File: src/rtl/inst_fetch_port.sv
// Instruction fetch port: turns the current PC into one SRAM-like read at a time
// and holds the returned word at the IF/ID boundary until decode accepts it.
module inst_fetch_port #(
    parameter int ADDR_W = 32,
    parameter int DATA_W = 32
) (
    input  logic              clk,
    input  logic              rst,
    input  logic              fetch_en,
    input  logic [ADDR_W-1:0] pc,
    input  logic              flush,
    input  logic              out_ready,
    output logic              pc_en,
    output logic              inst_req,
    output logic [ADDR_W-1:0] inst_addr,
    input  logic              inst_addr_ok,
    input  logic [DATA_W-1:0] inst_rdata,
    input  logic              inst_data_ok,
    output logic              inst_valid,
    output logic [DATA_W-1:0] inst_out,
    output logic [ADDR_W-1:0] inst_pc,
    output logic              inst_adel
);

    typedef enum logic [1:0] {
        IDLE,
        REQ,
        WAIT,
        HOLD
    } state_t;

    state_t              state_q, state_d;
    logic                discard_q, discard_d;
    logic                inst_req_q, inst_req_d;
    logic [ADDR_W-1:0]   req_addr_q, req_addr_d;
    logic                inst_valid_q, inst_valid_d;
    logic [DATA_W-1:0]   inst_out_q, inst_out_d;
    logic [ADDR_W-1:0]   inst_pc_q, inst_pc_d;
    logic                inst_adel_q, inst_adel_d;

    always_comb begin
        // NOTE: every variable gets its hold value first so no path leaves one unassigned (no latches).
        state_d      = state_q;
        discard_d    = discard_q;
        inst_req_d   = inst_req_q;
        req_addr_d   = req_addr_q;
        inst_valid_d = inst_valid_q;
        inst_out_d   = inst_out_q;
        inst_pc_d    = inst_pc_q;
        inst_adel_d  = inst_adel_q;

        unique case (state_q)
            IDLE: begin
                if (fetch_en && !flush) begin
                    req_addr_d = pc;
                    inst_pc_d  = pc;
                    if (pc[1:0] != 2'b00) begin
                        // Misaligned PC never reaches the bus; the error travels down as an instruction.
                        inst_adel_d  = 1'b1;
                        inst_out_d   = '0;
                        inst_valid_d = 1'b1;
                        state_d      = HOLD;
                    end else begin
                        inst_adel_d = 1'b0;
                        inst_req_d  = 1'b1;
                        state_d     = REQ;
                    end
                end
            end
            REQ: begin
                if (flush) discard_d = 1'b1;
                if (inst_addr_ok) begin
                    inst_req_d = 1'b0;
                    state_d    = WAIT;
                end
            end
            WAIT: begin
                if (flush) discard_d = 1'b1;
                if (inst_data_ok) begin
                    // A redirect landing on the data beat also kills the word, since pc_en fires now.
                    if (discard_q || flush) begin
                        discard_d = 1'b0;
                        state_d   = IDLE;
                    end else begin
                        inst_out_d   = inst_rdata;
                        inst_adel_d  = 1'b0;
                        inst_valid_d = 1'b1;
                        state_d      = HOLD;
                    end
                end
            end
            HOLD: begin
                if (flush || out_ready) begin
                    inst_valid_d = 1'b0;
                    inst_adel_d  = 1'b0;
                    state_d      = IDLE;
                end
            end
            default: state_d = IDLE;
        endcase
    end

    // NOTE: state registers use non-blocking assignments so all flops update together at the edge.
    always_ff @(posedge clk or posedge rst) begin
        if (rst) begin
            state_q      <= IDLE;
            discard_q    <= 1'b0;
            inst_req_q   <= 1'b0;
            req_addr_q   <= '0;
            inst_valid_q <= 1'b0;
            inst_out_q   <= '0;
            inst_pc_q    <= '0;
            inst_adel_q  <= 1'b0;
        end else begin
            state_q      <= state_d;
            discard_q    <= discard_d;
            inst_req_q   <= inst_req_d;
            req_addr_q   <= req_addr_d;
            inst_valid_q <= inst_valid_d;
            inst_out_q   <= inst_out_d;
            inst_pc_q    <= inst_pc_d;
            inst_adel_q  <= inst_adel_d;
        end
    end

    assign pc_en      = ((state_q == HOLD) && inst_valid_q && out_ready) || flush;
    assign inst_req   = inst_req_q;
    assign inst_addr  = req_addr_q;
    assign inst_valid = inst_valid_q;
    assign inst_out   = inst_out_q;
    assign inst_pc    = inst_pc_q;
    assign inst_adel  = inst_adel_q;

endmodule

File: config.mk
export PLATFORM = sky130hd
export DESIGN_NAME = inst_fetch_port
export DESIGN_NICKNAME = d
export VERILOG_FILES = /design/src/rtl/inst_fetch_port.sv
export SDC_FILE = /design/constraint.sdc
export NUM_CORES = 1
export LEC_CHECK = 0
export ABC_CLOCK_PERIOD_IN_PS = 4600
export BUFFER_PORTS_ARGS = -buffer_cell sky130_fd_sc_hd__clkbuf_2
export CAP_MARGIN = 20
export CORE_MARGIN = 4
export CORE_UTILIZATION = 49
export DETAILED_ROUTE_END_ITERATION = 10
export GPL_TIMING_DRIVEN = 1
export PLACE_DENSITY_LB_ADDON = 0.05
export REMOVE_ABC_BUFFERS = 1
export SLEW_MARGIN = 25
export SYNTH_ARGS = -nofsm -noshare
export SYNTH_HDL_FRONTEND = slang
export SYNTH_SLANG_ARGS = --single-unit
File: constraint.sdc
create_clock -name clk -period 4.6 [get_ports clk]
set_input_delay 0.23 -clock clk [delete_from_list [all_inputs] [get_ports clk]]
set_output_delay 0.23 -clock clk [all_outputs]
set_load 0.1 [all_outputs]
==> run_results.csv, run 1 <==
group,metric,value,unit
cts,postCtsSetupBuffers,0,
setup_path,crit_cells,7,
cts,cts_sinks,70,
route,initialDrtViolationCount,92,
cts,cts_buffer_depth,2,
hold_path,min_path_cells,3,
route,via_per_inst,4.69,
sta,finalCritPeriodShare,51.4,%
place,io_buffers,170,
setup_path,critical_path_peak_fanout,36,
synthesis,syn_area,3330,um^2
global_route,grt_start_max_net_pins,71,
floorplanning,die_y,90.5,um
sta,rsz0062_at_grt,"no",
layout,num_antenna_cells,0,
floorplanning,placementRows,29,
route,drt_wl_total,7140,um
synthesis,synth_seq_area_share,52.6,%
route,drt_pre_antenna_iters,4,
route,vias,2374,
global_route,grt_use_total,17.7,%
route,wl_per_cell,14.1,um
sta,fin_crit,2360,ps
global_route,grt_overflow_total,0,
floorplanning,start_util,51.6,%
setup_path,arrival,2610,ps
setup_path,crit_path_end_kind,"register",
synthesis,avgSynthCellArea,11.8,um^2
cts,cts_tree,"built",
route,drc,0,
layout,final_cell_mix,"170 x clkbuf_2, 70 x dfrtp_1, 35 x nand2_1, 35 x inv_1, 34 x mux2_2",
sta,finalHoldViolCount,0,
sta,max_freq,423,MHz
sta,fin_skew,5.28,ps
place,dpl_cell_area,3980,um^2
setup_path,critPathTopFamily,"simple AND/OR/NAND/NOR gates",
sta,final.setup.tns,0,ps
sta,relSlewSlack,42.6,%
global_route,grt_pass1_vias,2352,
cts,cts-resized-gates,0,
layout,final_area,4200,um^2
layout,final_common_cell,"clkbuf_2",
sta,setup_viol,0,
global_route,grt_pass1_wl,11800,um
setup_path,critPathLaunchType,"register",
cts,cts_buffers,9,
place,dpl.hpwl,5300,um
cts,cts_root_buf,"clkbuf_8",
setup_path,cp.required,4850,ps
cts,cts_max_level,3,
run_status,status,"finished clean",
setup_path,cp_num_buf_inv,2,
sta,worst_pin_slew,860,ps
layout,syn_to_final_growth,26.1,%
global_route,antenna_found_initial,0,
route,antenna_left,0,
synthesis,synthDistinctLibCells,26,
place,place_congestion,0.778,
floorplanning,die_w,90.5,um
flow_run,maxCapViolCount,0,
synthesis,yosysWarnings,0,
layout,nets,502,
hold_path,min_path_type,"in2reg",
setup_path,slowest_stage,"nand3b_4",
setup_path,reg2reg_depth,7,
synthesis,syn-instance-count,283,
setup_path,cp_cell_sequence,"inv_1 -> ha_1 -> buf_4 -> nor2b_4 -> a21o_1 -> nand3b_4 -> mux2i_1",
synthesis,ys_seq_elements,70,
sta,maxSlewViolCount,0,
sta,holdWs,101,ps
floorplanning,design.core.area,6460,um^2
cts,cts.clk_slew.worst_paths,80,ps
setup_path,path_class,"reg2reg",
layout,drive_gt1_share,53.1,%
floorplanning,io_pins,171,
floorplanning,dieArea,8180,um^2
cts,holdBufCountCts,0,
cts,clock_latency,340,ps
setup_path,cpPeakStageDelay,550,ps
## synthesized netlist by cell type
library cell	number	area, um^2
o31a_1	1	8.76
buf_6	5	56.3
mux2_2	34	383
nand3b_1	1	7.51
nand2b_4	1	13.8
nor2b_4	1	13.8
clkbuf_1	3	11.3
o31ai_1	1	7.51
a31o_2	1	8.76
o21a_1	1	7.51
buf_4	32	240
nor2_1	2	7.51
a2111o_1	1	11.3
nor3b_1	1	7.51
mux2i_1	33	330
buf_2	3	15.0
a21o_1	2	15.0
nand3b_4	1	20.0
dfrtp_1	70	1750
o21ai_0	5	25.0
a21oi_1	3	15.0
o41ai_1	1	8.76
ha_1	7	87.6
a31oi_1	2	12.5
inv_1	36	135
nand2_1	35	131
## cell type report
type / instances / area (um^2)
clock buffer: 9 / 124
clock inverter: 7 / 98.8
fill: 506 / 2260
inverter: 36 / 135
multi-input combinational: 134 / 1120
sequential: 70 / 1750
tap: 77 / 96.3
timing repair buffer: 173 / 873
## cells by family (layout without fill, tap and decap cells)
group	count (synthesis)	after routing	synth area share (%)
AO/OA/AOI/OAI	18	18	3.60
adder cells (fa/ha/maj)	7	7	2.63
buffers and inverters	79	225	13.7
flip-flops	70	70	52.6
multiplexers	67	67	21.4
AND/OR/NAND/NOR	42	42	6.05
## worst min-delay path, cell delays in order
cell      delay (ps)
clkbuf_2          80
nand2_1           40
mux2i_1           50
## registers in the layout, summed over array words and instances, names as in the netlist
register and count:
inst_adel 1, state_q 2, inst_pc 32, inst_out 32, inst_req 1, discard_q 1
inst_valid 1
## metal layers
layer | vias to the layer above | global-route usage (%) | wire length [um]
met4 | 0 | 7.40 | 129
met1 | 1117 | 21.3 | 2920
met2 | 82 | 29.9 | 3630
met5 | - | 0 | 0
met3 | 12 | 4.75 | 461
li1 | 1163 | - | -
## path summary, 6_finish.rpt
kind                            slack, ps           end            from
worst max register to register       2240  inst_out[12]      state_q[0]
max in group asynchronous            3920  inst_out[18]             rst
min in group asynchronous             120    inst_pc[8]             rst
worst max-delay path                 2240  inst_out[12]      state_q[0]
worst min-delay path                  100  inst_out[26]  inst_rdata[26]
worst min register to register        510     inst_adel       inst_adel
## through the flow
stage / utilization, % / setup slack, ps / std cells
finish: 65.1 / 2240 / 506
global route: 65.1 / 2060 / 506
CTS: 65.1 / 2230 / 506
detailed placement: 61.6 / 2250 / 490
global placement: 61.6 / 2360 / 490
floorplan: - / 2230 / 240
Power of run 1 is left out: the tool's default activity adds up to more than one toggle a clock period on the data nets, which glitch-free logic cannot reach.
==> inputs of run 2 (changes only) <==
--- a/config.mk
+++ b/config.mk
@@ -5,11 +5,12 @@
 export SDC_FILE = /design/constraint.sdc
 export NUM_CORES = 1
 export LEC_CHECK = 0
-export ABC_CLOCK_PERIOD_IN_PS = 4600
+export ABC_AREA = 1
+export ABC_CLOCK_PERIOD_IN_PS = 2500
 export BUFFER_PORTS_ARGS = -buffer_cell sky130_fd_sc_hd__clkbuf_2
 export CAP_MARGIN = 20
 export CORE_MARGIN = 4
-export CORE_UTILIZATION = 49
+export CORE_UTILIZATION = 46
 export DETAILED_ROUTE_END_ITERATION = 10
 export GPL_TIMING_DRIVEN = 1
 export PLACE_DENSITY_LB_ADDON = 0.05
==> constraint.sdc (replaced) <==
create_clock -name clk -period 2.5 [get_ports clk]
set_input_delay 0.125 -clock clk [delete_from_list [all_inputs] [get_ports clk]]
set_output_delay 0.125 -clock clk [all_outputs]
set_load 0.1 [all_outputs]
==> run_results.csv, run 2 <==
group,metric,value,unit
layout,multiInputGateArea,1240,um^2
place,io_buffers,170,
route,drc,0,
synthesis,synth_edf_count,0,
place,dpl_cell_area,4210,um^2
setup_path,arrival,2210,ps
sta,finalCritPeriodShare,79.6,%
sta,final.setup.tns,0,ps
synthesis,ys_seq_elements,70,
place,place_congestion,0.866,
route,drt_wl_total,8900,um
synthesis,yosys.area.top_type,"dfrtp_1",
sta,rsz0062_at_grt,"no",
synthesis,avgSynthCellArea,9.19,um^2
setup_path,path_class,"reg2reg",
route,vias,2934,
sta,layout_setup_ws,510,ps
cts,cts_max_level,3,
layout,num_antenna_cells,0,
place,pre_cts_ws,523,ps
setup_path,critical_path_peak_fanout,32,
cts,cts_buffer_depth,2,
setup_path,critPathLaunchType,"register",
global_route,grt_overflow_total,0,
sta,fin_crit,1990,ps
layout,nets,608,
hold_path,min_path_type,"in2reg",
layout,syn_to_final_growth,27.3,%
synthesis,yosysWarnings,0,
cts,cts-resized-gates,0,
route,initialDrtViolationCount,82,
global_route,grt_start_max_net_pins,49,
global_route,grt_use_total,19.5,%
layout,final_common_cell,"clkbuf_2",
sta,relSlewSlack,62.1,%
global_route,grt_pass1_vias,2765,
cts,cts_tree,"built",
floorplanning,start_util,47.9,%
route,antenna_left,0,
sta,fin_skew,9.40,ps
cts,cts_root_buf,"clkbuf_8",
run_status,status,"finished clean",
synthesis,asyncSetResetFlopFracSynth,100,%
global_route,antenna_found_initial,0,
layout,drive_gt1_share,41.5,%
route,drt_pre_antenna_iters,4,
synthesis,synth.most_common_cell,"nand2_1",
layout,final_cell_mix,"170 x clkbuf_2, 118 x nand2_1, 70 x dfrtp_1, 44 x inv_1, 32 x nand4_1",
setup_path,crit_path_end_kind,"register",
synthesis,synthDistinctLibCells,24,
synthesis,syn_area,3530,um^2
global_route,grt_pass1_wl,13600,um
sta,setup_viol,0,
sta,maxSlewViolCount,0,
place,dpl.hpwl,6480,um
route,via_per_inst,4.63,
synthesis,synth_common_cells,"118 x nand2_1, 70 x dfrtp_1, 45 x inv_1",
setup_path,crit_start,"state_q[0]",
layout,register_area,1750,um^2
layout,final_area,4490,um^2
cts,cts_sinks,70,
flow_run,maxCapViolCount,0,
layout,nFillCells,681,
sta,finalHoldViolCount,0,
floorplanning,design.core.area,7370,um^2
synthesis,syn-instance-count,384,
cts,clock_latency,330,ps
cts,cts_buffers,9,
synthesis,synth.top_cell.area_share,49.7,%
setup_path,r2r_start,"state_q[0]",
sta,max_freq,503,MHz
sta,worst_pin_slew,571,ps
cts,cts.clk_slew.worst_paths,80,ps
hold_path,hold_start,"pc[11]",
floorplanning,placementRows,31,
synthesis,synth_area_leaders,"dfrtp_1 50%, nand2_1 13%, buf_4 7.2%, mux2_2 7.0%, nand4_1 5.7%",
synthesis,synthFlopType,"dfrtp_1",
setup_path,reg2reg_depth,7,
floorplanning,die_y,95.6,um
hold_path,min_path_cells,2,
floorplanning,die_w,95.6,um
floorplanning,dieArea,9130,um^2
route,wl_per_cell,14.0,um
setup_path,cp.required,2720,ps
floorplanning,io_pins,171,
synthesis,synth_seq_area_share,49.7,%
[run 2: cell count changes in the layout (fill, tap and decap cells not counted), moves of 3 or more]
cell and change:
buf_4 +3, mux2_1 +8, nand3_1 +5, inv_1 +9, nor2_1 +7, nand2_1 +83
mux2_2 -12, nand4_1 +32, mux2i_1 -33, dlygate4sd3_1 +9
[run 2: repair_timing]
| item | CTS | global route |
|---|---|---|
| hold endpoints to repair | 30 | 0 |
| hold buffers | 9 | 0 |
| buffers inserted | 0 | 0 |
[run 2: final cells by class]
class                      instances  share of cell area, %
multi-input combinational        217                   27.7
timing repair buffer             186                   22.4
inverter                          46                   3.85
sequential                        70                   39.0
clock buffer                      10                   2.84
clock inverter                     6                   1.39
tap                               99                   2.76
[run 2: cell families after synthesis]
group | Yosys count | synth area share, %
fa+ha+maj | 7 | 2.48
compound gates | 11 | 2.06
mux | 30 | 9.58
simple gates | 169 | 21.2
flops | 70 | 49.7
buf+inv | 97 | 15.0
[run 2: worst paths after layout]
path	to	slack [ps]
min in group asynchronous	inst_req	380
hold / removal	inst_pc[11]	20
setup / recovery	inst_out[22]	510
setup reg to reg	inst_out[22]	510
max in group asynchronous	inst_out[13]	1480
hold reg to reg	inst_out[29]	470
[run 2: per-layer routing]
| metal | GRT usage (%) | part of all wire (%) | vias up | routed length [um] |
|---|---|---|---|---|
| li1 | - | - | 1481 | - |
| met1 | 25.0 | 43 | 1337 | 3790 |
| met2 | 32.7 | 49 | 110 | 4370 |
| met3 | 4.26 | 7.3 | 6 | 648 |
| met4 | 6.40 | 0.91 | 0 | 81 |
| met5 | 0 | 0 | - | 0 |
[run 2: worst max-delay path, stage by stage (launching register included)]
cell     delay, ps
dfrtp_1        430
inv_1          160
ha_1           280
nand2_1         70
nand2_1        300
nand3_4        390
nand2_1        170
nand2_1         60
[run 2: stage by stage]
stage          cells  utilization, %  hold slack [ps]
5_1_grt          634            60.9            0.590
4_1_cts          634            60.9             1.59
6_report         634            60.9             18.5
3_5_place_dp     609            57.1              184
2_1_floorplan    333               -              257
3_3_place_gp     609            57.1              179
Power of run 2 is left out for the same reason.
